[src/rtl/branch_target_predictor.sv]
// Direct-mapped branch target buffer with 2-bit saturating direction counters.
// Lookups are combinational on the fetch PC. EX resolution feedback updates the table and statistics.
module branch_target_predictor #(
    parameter int BIT_W   = 32,
    parameter int ENTRIES = 16,
    parameter int IDX_W   = $clog2(ENTRIES)
) (
    input  logic             clk,
    input  logic             rst,
    input  logic [BIT_W-1:0] if_pc_i,
    output logic             pred_hit_o,
    output logic             pred_taken_o,
    output logic [BIT_W-1:0] pred_target_o,
    input  logic             fb_valid_i,
    input  logic [BIT_W-1:0] fb_pc_i,
    input  logic             fb_taken_i,
    input  logic             fb_jump_i,
    input  logic [BIT_W-1:0] fb_target_i,
    input  logic             fb_correction_i,
    input  logic             flush_i,
    output logic [31:0]      stat_resolved_o,
    output logic [31:0]      stat_mispred_o
);

    localparam int TAG_W = BIT_W - IDX_W - 1;
    localparam logic [1:0] CTR_SN = 2'b00;
    localparam logic [1:0] CTR_WN = 2'b01;
    localparam logic [1:0] CTR_WT = 2'b10;
    localparam logic [1:0] CTR_ST = 2'b11;

    logic [ENTRIES-1:0] valid_q;
    logic [ENTRIES-1:0] jump_q;
    logic [TAG_W-1:0]   tag_q    [ENTRIES];
    logic [BIT_W-1:0]   target_q [ENTRIES];
    logic [1:0]         ctr_q    [ENTRIES];
    logic [31:0]        resolved_q;
    logic [31:0]        mispred_q;

    logic [IDX_W-1:0] if_idx;
    logic [TAG_W-1:0] if_tag;
    logic [IDX_W-1:0] fb_idx;
    logic [TAG_W-1:0] fb_tag;
    logic             fb_hit;
    logic [1:0]       ctr_next;
    logic             unused_bits;

    assign unused_bits = if_pc_i[0] ^ fb_pc_i[0];

    // Lookup reads registered state only; same-cycle updates are not bypassed.
    assign if_idx        = if_pc_i[IDX_W:1];
    assign if_tag        = if_pc_i[BIT_W-1:IDX_W+1];
    assign pred_hit_o    = valid_q[if_idx] && (tag_q[if_idx] == if_tag);
    assign pred_taken_o  = pred_hit_o && (ctr_q[if_idx][1] || jump_q[if_idx]);
    assign pred_target_o = pred_hit_o ? target_q[if_idx] : '0;

    assign fb_idx = fb_pc_i[IDX_W:1];
    assign fb_tag = fb_pc_i[BIT_W-1:IDX_W+1];
    assign fb_hit = valid_q[fb_idx] && (tag_q[fb_idx] == fb_tag);

    always_comb begin
        ctr_next = ctr_q[fb_idx];
        if (fb_taken_i) begin
            if (ctr_q[fb_idx] != CTR_ST) ctr_next = ctr_q[fb_idx] + 2'd1;
        end else begin
            if (ctr_q[fb_idx] != CTR_SN) ctr_next = ctr_q[fb_idx] - 2'd1;
        end
    end

    // Feedback is valid-only: every fb_valid_i strobe is accepted in its cycle, no back-pressure.
    always_ff @(posedge clk or posedge rst) begin
        if (rst) begin
            valid_q    <= '0;
            jump_q     <= '0;
            resolved_q <= '0;
            mispred_q  <= '0;
            for (int i = 0; i < ENTRIES; i++) begin
                tag_q[i]    <= '0;
                target_q[i] <= '0;
                ctr_q[i]    <= CTR_WN;
            end
        end else begin
            if (flush_i) begin
                valid_q <= '0;
            end else if (fb_valid_i) begin
                if (fb_hit) begin
                    if (fb_jump_i) begin
                        ctr_q[fb_idx]    <= CTR_ST;
                        jump_q[fb_idx]   <= 1'b1;
                        target_q[fb_idx] <= fb_target_i;
                    end else begin
                        ctr_q[fb_idx] <= ctr_next;
                        if (fb_taken_i) target_q[fb_idx] <= fb_target_i;
                    end
                end else if (fb_taken_i) begin
                    valid_q[fb_idx]  <= 1'b1;
                    tag_q[fb_idx]    <= fb_tag;
                    target_q[fb_idx] <= fb_target_i;
                    jump_q[fb_idx]   <= fb_jump_i;
                    ctr_q[fb_idx]    <= fb_jump_i ? CTR_ST : CTR_WT;
                end
            end
            // Statistics count every strobe, flush or not.
            if (fb_valid_i) begin
                if (resolved_q != 32'hFFFF_FFFF) resolved_q <= resolved_q + 32'd1;
                if (fb_correction_i && !fb_jump_i && mispred_q != 32'hFFFF_FFFF)
                    mispred_q <= mispred_q + 32'd1;
            end
        end
    end

    assign stat_resolved_o = resolved_q;
    assign stat_mispred_o  = mispred_q;

endmodule

[config.mk]
export PLATFORM = sky130hd
export DESIGN_NAME = branch_target_predictor
export DESIGN_NICKNAME = d
export VERILOG_FILES = /design/src/rtl/branch_target_predictor.sv
export SDC_FILE = /design/constraint.sdc
export NUM_CORES = 2
export LEC_CHECK = 0
export CORE_UTILIZATION = 50
export CTS_CLUSTER_SIZE = 10
export DETAILED_ROUTE_END_ITERATION = 8
export GPL_TIMING_DRIVEN = 0
export PLACE_DENSITY = 0.66
export SYNTH_ARGS = -nofsm -noshare
export SYNTH_HDL_FRONTEND = slang
export SYNTH_SLANG_ARGS = --single-unit
[constraint.sdc]
create_clock -name clk -period 43.8 [get_ports clk]
set_clock_uncertainty 0.2 [all_clocks]
set_input_delay 6.57 -clock clk [delete_from_list [all_inputs] [get_ports clk]]
set_output_delay 6.57 -clock clk [all_outputs]
set_load 0.02 [all_outputs]
=== Yosys cells after proc, flatten, opt, wreduce, memory -nomap -nowiden ===
Cells that the tools add are included.

* Divide/modulo/power cells: 0
* $add $sub $neg: 4
* Order comparisons: 6
* Shifts and indexed selects: 0
* Mux-type cells: 52
* Equal/unequal tests: 7
* Multipliers: 0
* Bitwise gates (word level): 7
* Reductions and logical operators: 20

{| class="wikitable"
|+ Operators with widths
! kind !! number
|-
| $mux 512 || 3
|-
| $bwmux 512 || 1
|-
| $bwmux 432 || 1
|-
| $mux 32 || 7
|-
| $bmux 27 s4 || 2
|-
| $mux 27 || 5
|-
| $bmux 32 s4 || 1
|-
| $demux 32 s4 || 1
|-
| $mux 16 || 7
|-
| $demux 27 s4 || 1
|-
| $add 32x1->32 const B || 2
|-
| $bwmux 32 || 2
|-
| $ne 32x32->1 const B || 2
|-
| $eq 27x27->1 || 2
|-
| $or 16x16->16 || 2
|-
| $or 32x32->32 || 1
|-
| $bmux 2 s4 || 2
|-
| $bwmux 16 || 1
|-
| $mux 2 || 8
|-
| $bmux 1 s4 || 3
|-
| $ge 5x5->1 const B || 2
|-
| $lt 4x5->1 const B || 2
|-
| $not 4->5 || 2
|-
| $demux 2 s4 || 1
|-
| other kinds (15) || 35
|}

* Bits in read-only memories: 0
* Bits in writable memories: 0
* Memories: 0
* Bits in registers: 1072
* Latch bits: 0

=== Longest topological paths before layout ===
* Depth in word-level cells: 10
* Gate-level depth with buffers: 17
* Depth with buffers taken out: 9

=== Worst setup path before layout ===
No wires, ideal clock.

* Path type: input port to output port
* From: in if_pc_i[3]
* To: out pred_target_o[0]
* Data arrival time: 10053 ps
* Path slack: 26977 ps
* Required time: 37030 ps
* Stages: 10
* Path buffers: 7
* Cells stage by stage: buf_2 buf_1 buf_2 buf_2 buf_2 buf_1 clkbuf_1 mux4_2 mux4_2 and3_1

* Cells in the longest elaborated chain, start to end: 7
* Elaborated cells between the ends (all ways): 12

{| class="wikitable"
|+ RTL lines
! what !! line !! RTL
|-
| start, declared || 10 || <nowiki>input logic [BIT_W-1:0] if_pc_i,</nowiki>
|-
| $not 4->5 (implied by the code) || 52, 54 ||
|-
| $bmux 27 s4 || 52 || <nowiki>assign pred_hit_o = valid_q[if_idx] && (tag_q[if_idx] == if_tag);</nowiki>
|-
| $mux 27 (implied by the code) (2 in series) || 52 ||
|-
| $eq 27x27->1 || 52 ||
|-
| $logic_and 1x1->1 || 52 ||
|-
| $mux 32 * || 54 || <nowiki>assign pred_target_o = pred_hit_o ? target_q[if_idx] : '0;</nowiki>
|-
| end, declared || 13 || <nowiki>output logic [BIT_W-1:0] pred_target_o,</nowiki>
|}

Mark *: on every way between the ends. The rest lies on a longest branch, timed or not. The select of a mux whose other input is x is not followed.

=== Final worst setup path ===
* From: in if_pc_i[1]
* To: out pred_target_o[29]

Same word-level chain as after synthesis.

==> qor.yml <==
run_status:
  status: "finished with violations"
  violations: "design-rule violations, max-capacitance violations"
layout:
  fillers: 8442
  multiInputGateArea_sq_mm: 0.0251
  seqCellArea_sq_mm: 0.0268
  fin_cells: 5361
  area_growth_pct: 14.2
  nNetsFinal: 4013
  final_layout_size_suffix_gt1_frac: 0.413
sta:
  drv_slew: 0
  fin_crit_sh: 0.469
  rsz0062_at_grt: "false"
  hold_violations: 0
  min_period_ns: 20.53
  slew_headroom: 0.0185
  fmax_mhz: 48.7
  fin_hold_ws_ns: 0.279
  tightest_slew_ns: 1.46
  setup_viol: 0
cts:
  cts_made_buffers: 130
  clk_pin_slew_ns: 0.05
  root_buffer: "clkbuf_16"
  cts_setup_buffers: 0
  cts_tree: "done"
  worstSkewPairLatency_ns: 0.74
  postCtsHoldBufs: 0
  clk_path_buf_depth: 3
  htree_levels: 4
  clkSinkCount: 1072
  cts_resized: 0
floorplan:
  die_w_microns: 329
  start_util: 0.506
  die-area_sq_mm: 0.109
  core_region_area_sq_mm: 0.106
  fp-row-count: 119
  die_h_microns: 329
  io_pins: 201
routing:
  vias_per_cell: 6.50
  ant_nets: 0
  finalWirelength_microns: 170000
  drcViolationCount: 26
  vias: 34845
  drt_pass1_iterations: 9
  drtIter0Drc: 3377
  wl_per_cell_microns: 31.7
power:
  ir_drop_v: 0.0000398
  p_leak_uw: 0.0273
  powerDensity_mw_per_mm2: 42.8
  total_power_uw: 2620
synthesis:
  synth-seq-area-share: 0.501
  synthFlopType: "dfrtp_1"
  netlist_area_sq_mm: 0.0536
  ys_async_sr_fraction: 1.00
  syn_nets: 3696
  ys_seq_elements: 1072
  synth_edf_count: 0
  synth_cell_types: 71
  yosysWarnings: 0
  syn_avg_cell_area_sq_um: 14.9
  syn_inst: 3591
worst_setup_path:
  crit_family: "buffers and inverters"
  critPathMaxStageDelay_ns: 1.05
  timing.critical_path.mode_cell: "clkbuf_1"
  crit_slowest_cell: "buf_1"
  required_ns: 37.03
  start_kind: "input port"
  cp.arrival_ns: 13.76
  worstSetupPathType: "in2out"
  crit_chain: "clkbuf_1, buf_2, buf_1, clkbuf_1, clkbuf_1, mux4_2, mux2i_1, a21oi_1, xnor2_1, nand4_1, nor4_2, buf_4, clkbuf_1, and3_1, clkdlybuf4s50_1"
  critPathCaptureType: "primary output"
  crit_buf_inv: 8
  critPathMaxFanout: 10
global_route:
  grt_pass1_wl_microns: 249000
  grt_overflow_total: 0
  grt_use_total: 0.319
  grt_max_degree: 127
  antenna_found_initial: 7
  grt_pass1_vias: 35708
placement:
  gp_congestion: 0.965
  dp.cells: 5167
  dpl.hpwl_microns: 114000
  port_buffers: 174
min_path:
  hp-class: "reg2reg"
job:
  max_cap_viol_count: 1
==> stage by stage <==
stage               setup TNS, ns  utilization  setup slack, ns  instance area [sq um]
finish                          0        0.578            23.27                  61200
detailed placement              0        0.542            23.27                  57400
global placement         -6373.55        0.539            -6.17                  57100
CTS                             0        0.578            23.24                  61200
floorplan                       0            -             6.88                  53600
global route                    0        0.578            23.15                  61200
==> synthesized netlist by cell type, types with 29 or more instances <==
| master | instances | share of area |
|---|---|---|
| a21oi_1 | 32 | 0.0030 |
| a22o_1 | 31 | 0.0051 |
| a22oi_1 | 29 | 0.0041 |
| a31oi_1 | 44 | 0.0051 |
| and3_1 | 52 | 0.0061 |
| buf_1 | 36 | 0.0025 |
| buf_2 | 77 | 0.0072 |
| buf_4 | 47 | 0.0066 |
| clkbuf_1 | 158 | 0.011 |
| dfrtp_1 | 1056 | 0.49 |
| mux2_1 | 41 | 0.0086 |
| mux2_2 | 912 | 0.19 |
| mux2i_1 | 95 | 0.018 |
| mux4_2 | 386 | 0.16 |
| nand2_1 | 88 | 0.0062 |
| nand3_1 | 57 | 0.0053 |
| nand4_1 | 29 | 0.0034 |
| nor2_1 | 70 | 0.0049 |
| xnor2_1 | 96 | 0.016 |
==> worst register-to-register path, delay by kind of cell, from the launching register on <==
kind | cells | cell delay [ns]
multiplexers | 3 | 1.47
AND/OR/NAND/NOR | 2 | 1.12
AO/OA/AOI/OAI | 4 | 1.29
buffers and inverters | 2 | 0.82
flip-flops | 1 | 0.40
==> cells by family (layout without fill, tap and decap cells) <==
| family | Yosys count | in the layout | synth area share |
|---|---|---|---|
| compound gates | 229 | 229 | 0.0309 |
| xor+xnor | 107 | 107 | 0.0175 |
| fa+ha+maj | 3 | 3 | 0.000653 |
| buf+inv | 352 | 729 | 0.0304 |
| flops | 1072 | 1072 | 0.501 |
| mux | 1434 | 1434 | 0.380 |
| other cells | 0 | 2 | 0 |
| simple gates | 394 | 394 | 0.0398 |
==> layout by cell type (no fill, tap or decap), drive strengths merged, types with 8 or more instances in the layout <==
cell type | netlist | final
dfrtp | 1056 | 1056
mux2 | 953 | 953
mux4 | 386 | 386
clkbuf | 158 | 345
buf | 165 | 176
clkdlybuf4s50 | 0 | 174
xnor2 | 96 | 96
mux2i | 95 | 95
nand2 | 88 | 88
nor2 | 74 | 74
nand3 | 57 | 57
and3 | 52 | 52
a31oi | 45 | 45
a21oi | 32 | 32
a22o | 31 | 31
inv | 29 | 31
nor3 | 31 | 31
a22oi | 29 | 29
nand4 | 29 | 29
o211ai | 20 | 20
nor2b | 17 | 17
dfstp | 16 | 16
nor4 | 12 | 12
xor2 | 11 | 11
a211oi | 9 | 9
a21o | 9 | 9
o21ai | 9 | 9
and2 | 8 | 8
==> routing by layer <==
metal | GRT usage | wire (microns)
met1 | 0.429 | 69300
met2 | 0.496 | 79000
met3 | 0.0634 | 12500
met4 | 0.163 | 9150
met5 | 0 | 117
==> flip-flops by register name, indices dropped and copies added, names as in the netlist <==
| signal | cells |
|---|---|
| tag_q | 432 |
| stat_mispred_o | 32 |
| jump_q | 16 |
| target_q | 512 |
| valid_q | 16 |
| ctr_q | 32 |
| stat_resolved_o | 32 |
==> final timing paths <==
path,start,end,slack (ns),cells after the start
worst max register to register,tag_q[29]$_DFFE_PP0P_,tag_q[6]$_DFFE_PP0P_,38.34,11
worst min register to register,target_q[388]$_DFFE_PP0P_,target_q[388]$_DFFE_PP0P_,0.28,1
max in group asynchronous,rst,tag_q[177]$_DFFE_PP0P_,35.07,5
worst max-delay path,if_pc_i[1],pred_target_o[29],23.27,15
worst min-delay path,target_q[388]$_DFFE_PP0P_,target_q[388]$_DFFE_PP0P_,0.28,1
min in group asynchronous,rst,target_q[89]$_DFFE_PP0P_,6.19,2
==> power breakdown <==
part | total, uW | internal, uW | switching (uW)
clock | 997 | 588 | 409
combinational | 417 | 229 | 188
sequential | 1210 | 1120 | 85.6
==> layout make-up <==
| type | instances | area share |
|---|---|---|
| tap | 1391 | 0.0284 |
| buffer | 323 | 0.0249 |
| inverter | 29 | 0.00190 |
| clock buffer | 187 | 0.0616 |
| clock inverter | 5 | 0.000756 |
| sequential | 1072 | 0.439 |
| timing repair buffer | 185 | 0.0328 |
| multi-input combinational | 2167 | 0.411 |
| antenna | 2 | 0.0000818 |
Power figures use the tool's default switching activity.
